**config.mk**
```make
export PLATFORM = sky130hd
export DESIGN_NAME = regfile_sb_param
export DESIGN_NICKNAME = d
export VERILOG_FILES = /design/src/rtl/regfile_sb_param.sv
export SDC_FILE = /design/constraint.sdc
export NUM_CORES = 2
export LEC_CHECK = 0
export CORE_ASPECT_RATIO = 1.75
export CORE_MARGIN = 2
export CORE_UTILIZATION = 25
export DETAILED_ROUTE_END_ITERATION = 8
export HOLD_SLACK_MARGIN = 0.06
export PLACE_DENSITY = 0.38
export SETUP_SLACK_MARGIN = 0.05
export SLEW_MARGIN = 20
export SYNTH_ARGS = -nofsm -noshare
export SYNTH_HDL_FRONTEND = slang
export SYNTH_SLANG_ARGS = --single-unit
```
**constraint.sdc**
```tcl
create_clock -name i_clk -period 10.4 [get_ports i_clk]
set_clock_uncertainty 0.15 [all_clocks]
set_input_delay 2.08 -clock i_clk [delete_from_list [all_inputs] [get_ports i_clk]]
set_output_delay 2.08 -clock i_clk [all_outputs]
set_load 0.02 [all_outputs]
```
**src/rtl/regfile_sb_param.sv**
```systemverilog
// regfile_sb_param
// Parametrised general-purpose register file for the pipelined core, with a
// per-register pending-write scoreboard, a sequential clear engine and a
// debug read port. Reads and scoreboard sets come from ID, writes from WB.
//
// Ports:
//   i_clk        clock, all state changes on the rising edge
//   i_rst        synchronous active-low reset
//   i_we         write enable from WB
//   i_wt_addr    write address
//   i_wt_data    write data
//   i_rs1_addr   read port 1 address
//   i_rs2_addr   read port 2 address
//   o_rs1_data   read port 1 data (combinational, optional bypass)
//   o_rs2_data   read port 2 data (combinational, optional bypass)
//   o_rs1_pend   register at i_rs1_addr has a write outstanding
//   o_rs2_pend   register at i_rs2_addr has a write outstanding
//   i_sb_set     ID issued an instruction that will write i_sb_addr
//   i_sb_addr    destination register being issued
//   i_clr_req    start a sequential clear of every entry
//   o_busy       clear engine active
//   i_dbg_addr   debug read address
//   o_dbg_data   debug read data (raw stored value, no bypass)

module regfile_sb_param #(
  parameter int DATA_W   = 32,
  parameter int ADDR_W   = 5,
  parameter int ZERO_REG = 1,
  parameter int BYPASS   = 1
) (
  input  logic              i_clk,
  input  logic              i_rst,
  input  logic              i_we,
  input  logic [ADDR_W-1:0] i_wt_addr,
  input  logic [DATA_W-1:0] i_wt_data,
  input  logic [ADDR_W-1:0] i_rs1_addr,
  input  logic [ADDR_W-1:0] i_rs2_addr,
  output logic [DATA_W-1:0] o_rs1_data,
  output logic [DATA_W-1:0] o_rs2_data,
  output logic              o_rs1_pend,
  output logic              o_rs2_pend,
  input  logic              i_sb_set,
  input  logic [ADDR_W-1:0] i_sb_addr,
  input  logic              i_clr_req,
  output logic              o_busy,
  input  logic [ADDR_W-1:0] i_dbg_addr,
  output logic [DATA_W-1:0] o_dbg_data
);

  localparam int DEPTH = 2 ** ADDR_W;

  typedef enum logic {
    S_IDLE  = 1'b0,
    S_CLEAR = 1'b1
  } state_t;

  state_t              r_state;
  logic [ADDR_W-1:0]   r_cnt;
  logic [DATA_W-1:0]   r_mem [DEPTH];
  logic [DEPTH-1:0]    r_sb;

  logic w_idle;
  logic w_wr_ok;
  logic w_set_ok;
  logic w_zero1;
  logic w_zero2;
  logic w_zero_dbg;
  logic w_hit1;
  logic w_hit2;
  logic w_byp1;
  logic w_byp2;

  // Writes and scoreboard sets only take effect while the clear engine is
  // idle; entry 0 is hard-wired when ZERO_REG is enabled.
  assign w_idle   = (r_state == S_IDLE);
  assign w_wr_ok  = w_idle && i_we &&
                    !((ZERO_REG != 0) && (i_wt_addr == '0));
  assign w_set_ok = w_idle && i_sb_set &&
                    !((ZERO_REG != 0) && (i_sb_addr == '0));

  assign w_zero1    = (ZERO_REG != 0) && (i_rs1_addr == '0);
  assign w_zero2    = (ZERO_REG != 0) && (i_rs2_addr == '0);
  assign w_zero_dbg = (ZERO_REG != 0) && (i_dbg_addr == '0);

  // A write in flight this cycle to the read address: it both hides the
  // pending bit (the producer is retiring now) and, with BYPASS, forwards data.
  assign w_hit1 = w_idle && i_we && (i_wt_addr == i_rs1_addr);
  assign w_hit2 = w_idle && i_we && (i_wt_addr == i_rs2_addr);
  assign w_byp1 = (BYPASS != 0) && w_wr_ok && (i_wt_addr == i_rs1_addr);
  assign w_byp2 = (BYPASS != 0) && w_wr_ok && (i_wt_addr == i_rs2_addr);

  assign o_rs1_data = w_zero1 ? '0 : (w_byp1 ? i_wt_data : r_mem[i_rs1_addr]);
  assign o_rs2_data = w_zero2 ? '0 : (w_byp2 ? i_wt_data : r_mem[i_rs2_addr]);
  assign o_rs1_pend = !w_zero1 && r_sb[i_rs1_addr] && !w_hit1;
  assign o_rs2_pend = !w_zero2 && r_sb[i_rs2_addr] && !w_hit2;
  assign o_dbg_data = w_zero_dbg ? '0 : r_mem[i_dbg_addr];
  assign o_busy     = (r_state == S_CLEAR);

  // Storage, scoreboard and clear engine. In IDLE the scoreboard set is
  // applied after the write's clear so that a newly issued producer wins over
  // one retiring in the same cycle. In CLEAR one entry is zeroed per cycle and
  // the engine stops on the all-ones count rather than relying on wrap.
  always_ff @(posedge i_clk) begin
    if (!i_rst) begin
      r_state <= S_IDLE;
      r_cnt   <= '0;
      r_sb    <= '0;
      for (int i = 0; i < DEPTH; i++) begin
        r_mem[i] <= '0;
      end
    end else begin
      case (r_state)
        S_IDLE: begin
          if (w_wr_ok) begin
            r_mem[i_wt_addr] <= i_wt_data;
            r_sb[i_wt_addr]  <= 1'b0;
          end
          if (w_set_ok) begin
            r_sb[i_sb_addr] <= 1'b1;
          end
          if (i_clr_req) begin
            r_state <= S_CLEAR;
            r_cnt   <= '0;
          end
        end
        S_CLEAR: begin
          r_mem[r_cnt] <= '0;
          r_sb[r_cnt]  <= 1'b0;
          r_cnt        <= r_cnt + 1'b1;
          if (r_cnt == {ADDR_W{1'b1}}) begin
            r_state <= S_IDLE;
          end
        end
        default: begin
          r_state <= S_IDLE;
        end
      endcase
    end
  end

endmodule

```
; ---- After elaboration in Yosys (flattened, before gate mapping)
; Memory sizes are Yosys's and may differ from the RTL's.
; Index checks and enable logic that the tools add are counted.
[totals]
word_cells = 90
ram_bits = 1024
reg_bits = 38
n_memories = 1
[memory_table]
columns = name, depth, word_bits, read_ports, rd_clocked_by_memory_dff, write_ports, line
row1 = r_mem, 32, 32, 3, 0, 32, 59  ; logic [DATA_W-1:0] r_mem [DEPTH];
[op_classes]
n_bitwise = 6
reduce_logical = 28
n_mux = 39
add_sub_neg = 1
n_eq_ne = 4
magnitude_cmp = 8
[ops]
columns = cell, count
row1 = two-way mux 32 bit, 11
row2 = AND 32 bit, 2
row3 = inverter 32 bit, 2
row4 = one-hot mux 32 bit (2 select lines), 1
row5 = OR reduction 32 bit, 2
row6 = OR 32 bit, 1
row7 = "< comparator 5 x 6 -> 1 bit, second input constant", 5
row8 = zero test 5 bit, 5
row9 = two-way mux 1 bit, 17
row10 = demux 1 bit (select 5 bit), 3
row11 = "greater-or-equal comparator 5 x 1 -> 1 bit, second input constant", 3
row12 = logical AND 1 bit, 15
row13 = two-way mux 5 bit, 3
row14 = binary-select mux 1 bit (select 5 bit), 2
row15 = == test 5 bit, 2
row16 = one-hot mux 5 bit (2 select lines), 1
row17 = zero test 1 bit, 6
row18 = "adder 5 x 1 -> 5 bit, second input constant", 1
row19 = "== test 5 bit, second input constant", 1
row20 = "inequality test 2 bit, second input constant", 1
row21 = one-hot mux 1 bit (2 select lines), 1
row22 = inverter 1 bit, 1

; ---- Longest topological paths before layout
[logic_depth]
word_depth = 12
mapped_depth = 10
ltp_nobuf = 6

; ---- Worst setup path after synthesis
; Ideal clock, no wire load.
[synth_timing]
kind = in2out
from = input i_dbg_addr[0]
to = output o_dbg_data[11]
cell_stages = 7
path_buffers = 3
slack_ns = 4.141
t_arrival_ns = 4.029
path_cell_list = buf_2 -> buf_2 -> buf_2 -> mux4_2 -> mux4_2 -> nand2_1 -> o21ai_0
[synth_via]
elab_chain_cells = 2
word_cells_on_any_way = 3
cone_classes = 1 x mux / 1 x reduce/logical / 1 x memory
[synth_lines]
columns = item, line
row1 = from (decl), 46  ; input logic [ADDR_W-1:0] i_dbg_addr,
row2 = memory read (32 x 32 bit) / zero test 5 bit (equally long branches), --
row3 = two-way mux 32 bit *, 96  ; assign o_dbg_data = w_zero_dbg ? '0 : r_mem[i_dbg_addr];
row4 = to (decl), 47  ; output logic [DATA_W-1:0] o_dbg_data
; Every way passes the cells marked *; elsewhere a longest branch is shown, timed or not.

; ---- Worst setup path after layout
[layout_timing]
from = input i_rs1_addr[3]
to = output o_rs1_data[29]
[layout_via]
elab_chain_cells = 4
word_cells_on_any_way = 6
cone_classes = 1 x eq/ne / 2 x mux / 2 x reduce/logical / 1 x memory
[layout_lines]
columns = item, line
row1 = from (decl), 36  ; input logic [ADDR_W-1:0] i_rs1_addr,
row2 = branches (longest 3 deep; another with memory read (32 x 32 bit)), --
row3 = two-way mux 32 bit *, 92  ; assign o_rs1_data = w_zero1 ? '0 : (w_byp1 ? i_wt_data : r_mem[i_rs1_addr]);
row4 = to (decl), 38  ; output logic [DATA_W-1:0] o_rs1_data,
; Every way passes the cells marked *.

==> results by group <==
Synthesis
  – Top-count cell post-synth: nor2_1
  – Yosys Warn Count: 0
  – Cells after Synth: 4733
  – Synth Area in Adders: less than 1%
  – Synth Area in Compound Gates: 5.92%
  – Post-synthesis xor/xnor area fraction: 0.110%
  – Synth Area in Simple Gates: 9.91%
  – Mapped cell area: 63500 um^2
  – Largest family of logic cells by synthesized area: multiplexers
  – Synth cell types: 70
  – Primary FF master, synth: edfxtp_1
  – Post-synth top area cell: edfxtp_1
  – Syn avg cell area: ~13 um^2
  – Sequential area share after synthesis: 49.6%
  – Yosys reg bits: 1062
  – Mux cell area share after synthesis: 30.4%
  – Top post-synthesis cells by area: edfxtp_1 48%, mux4_2 25%, nor2_1 6.5%
  – Synth top area share: 48.4%
  – Post-synth ARST share: 0%
  – Most instantiated cells after synthesis: 1098 x nor2_1, 1024 x edfxtp_1, 714 x mux4_2
  – Number of flops mapped to enable cells by yosys: around 1000

Floorplanning
  – # IOs: 161
  – Core Rows: 244
  – Core area: 252000 um^2
  – Die height: approximately 670 um
  – Full die area: 258000 um^2
  – Starting Density: 25.2%
  – Chip Width: 385 um

CTS
  – Post-CTS resize count: 0
  – Hold_buf cts: 0
  – Worst-Skew Late Latency: 0.75 ns
  – Number of CTS-inserted buffers: 111
  – CTS tree: built
  – CTS max path bufs: 3
  – CTS Root Cell: clkbuf_16
  – Clock-pin transition on the worst setup and hold timing paths: 0.06 ns
  – H-tree levels: 3
  – Clk sinks: 1062
  – Setup bufs post-CTS: 0

Layout
  – Final net count: 4783
  – Area delta synth->final: 14.8%
  – Final core occ: 28.9%
  – Finished Cell Area: 72900 um^2
  – Layout cells sized above 1: 26.4%

Critical path
  – Slowest cell on crit path: a211oi_1
  – Critical Path Fanout Max: 16
  – Crit Path Class: primary input to output port
  – Critical path's largest stage delay: 0.86 ns
  – Crit. End Element: output port
  – CP dominant cell by count: buf_4
  – Arrival @ worst endpoint: between 6 and 7 ns
  – Worst-path cell chain: buf_2 -> buf_4 -> or4_2 -> buf_4 -> o21ai_0 -> a211oi_1 -> clkdlybuf4s50_1
  – Req. time, crit path: 8.17 ns
  – Worst Setup Start Kind: primary input
  – Reg2reg setup slack: 4.73 ns

STA
  – Final-report hold violation count: 0
  – # setup viols final: 0
  – Tightest Pin Transition: 1.31 ns
  – FMAX: about 120 MHz
  – Fin Setup TNS: 0 ns
  – Period Utilization, post-route: 82.4%
  – Slew HR: 12.0%
  – Final-report max-slew violation count: 0
  – Hold slack: 0.347 ns
  – RSZ-0062 raised after global routing: false
  – Final min period: 8.57 ns

Power and ir drop
  – Total Power: 11.2 mW
  – P per Cell Area: 153 nW/um^2
  – Leakage power: 24.8 nW
  – Worst VDD drop: 129 uV

Route
  – Avg WL per Cell: 43.7 um
  – WL final: 356 mm
  – Vias: 48361
  – Via/cell ratio: around 5.9
  – DRT iter0 DRCs: approximately 5400
  – Drt drc: 0
  – ANT nets after route: 0
  – Drt first pass iters: 5

GRT
  – Vias in the first global route: about 49000
  – GRT overflow: 0
  – First-pass GRT wire length: 468 mm
  – Initial antenna violation count: 25
  – Largest net degree at the start of global routing: 80
  – GRT Util Overall: 27.1%

Run
  – Number of max-cap violations: 0

Hold path
  – Hold Crit Class: flip-flop to flip-flop

Placement
  – RePlAce Congestion: 0.867
  – Detail Placement HPWL: approximately 220 mm
  – Port bufs: 160
  – Post-Place Cell Area: 69400 um^2

Status
  – Status: finished, final reports clean
==> critical path, delay by kind of cell <==
family / cells / cell delay [ns]
buffers and inverters: 4 / 2.33
and+or+nand+nor: 1 / 0.81
AOI/OAI and AO/OA: 2 / 1.02
==> worst paths after layout <==
kind                                  endpoint     startpoint  cells after the start
worst min register to register         r_sb[2]        r_sb[2]                      2
worst max register to register    r_mem[1][20]         o_busy                      8
worst min-delay path                   r_sb[2]        r_sb[2]                      2
worst max-delay path            o_rs1_data[29]  i_rs1_addr[3]                      7
==> power by group <==
part | leakage [nW] | total, mW | internal (mW) | switching, mW
logic | 12.2 | 2.05 | 0.732 | 1.32
registers | 10.9 | 4.98 | 4.86 | 0.126
clock network | 1.72 | 4.13 | 2.20 | 1.93
==> registers in the layout, summed over array words and instances, names as in the netlist <==
| register | cells |
|---|---|
| o_busy | 1 |
| r_cnt | 5 |
| r_mem | 1024 |
| r_sb | 32 |
==> cell families after synthesis <==
kind of cell | count (synthesis)
AO/OA/AOI/OAI | 532
XOR/XNOR | 8
adder cells (fa/ha/maj) | 5
buffers and inverters | 560
flip-flops | 1062
multiplexers | 1031
other | 1
AND/OR/NAND/NOR | 1534
==> layout make-up <==
type / instances / area, um^2
multi-input cells: 3142 / 30300
well taps: 3321 / 4160
diodes: 6 / 15.0
flip-flops and latches: 1062 / 31500
clock inverters: 72 / 634
fillers: 25353 / 180000
inverters: 45 / 169
repair buffers: 354 / 3250
clock buffers: 135 / 2890
==> through the flow <==
step	setup slack [ns]	instances
floorplan	4.14	4764
global placement	1.79	7923
detailed placement	1.87	7924
CTS	1.84	8131
global route	1.72	8132
finish	1.83	8137
==> routing by layer <==
metal | vias to the layer above | wire [um] | GRT usage (%) | share of wire [%]
li1 | 18518 | - | - | -
met1 | 26157 | 128000 | 31.4 | 36
met2 | 2821 | 176000 | 46.1 | 50
met3 | 851 | 25000 | 4.58 | 7.0
met4 | 14 | 26400 | 17.1 | 7.4
met5 | - | 101 | 0 | 0.028
==> cell usage in the layout, fill, tap and decap left out, types with 28 or more instances in the layout <==
cell / n
mux4_2: 714
a221oi_1: 53
nor3_1: 63
conb_1: 32
a211oi_1: 31
clkdlybuf4s50_1: 144
o22ai_1: 103
o221ai_1: 31
nand2_4: 64
a21oi_1: 71
o21ai_0: 86
dfxtp_1: 38
nand2_1: 114
edfxtp_1: 1024
buf_4: 185
inv_1: 41
nand2_2: 28
nor4_1: 34
clkbuf_16: 112
mux2_2: 47
nor2_1: 1095
mux2i_1: 270
a22oi_1: 46
(Power assumes the default switching activity.)
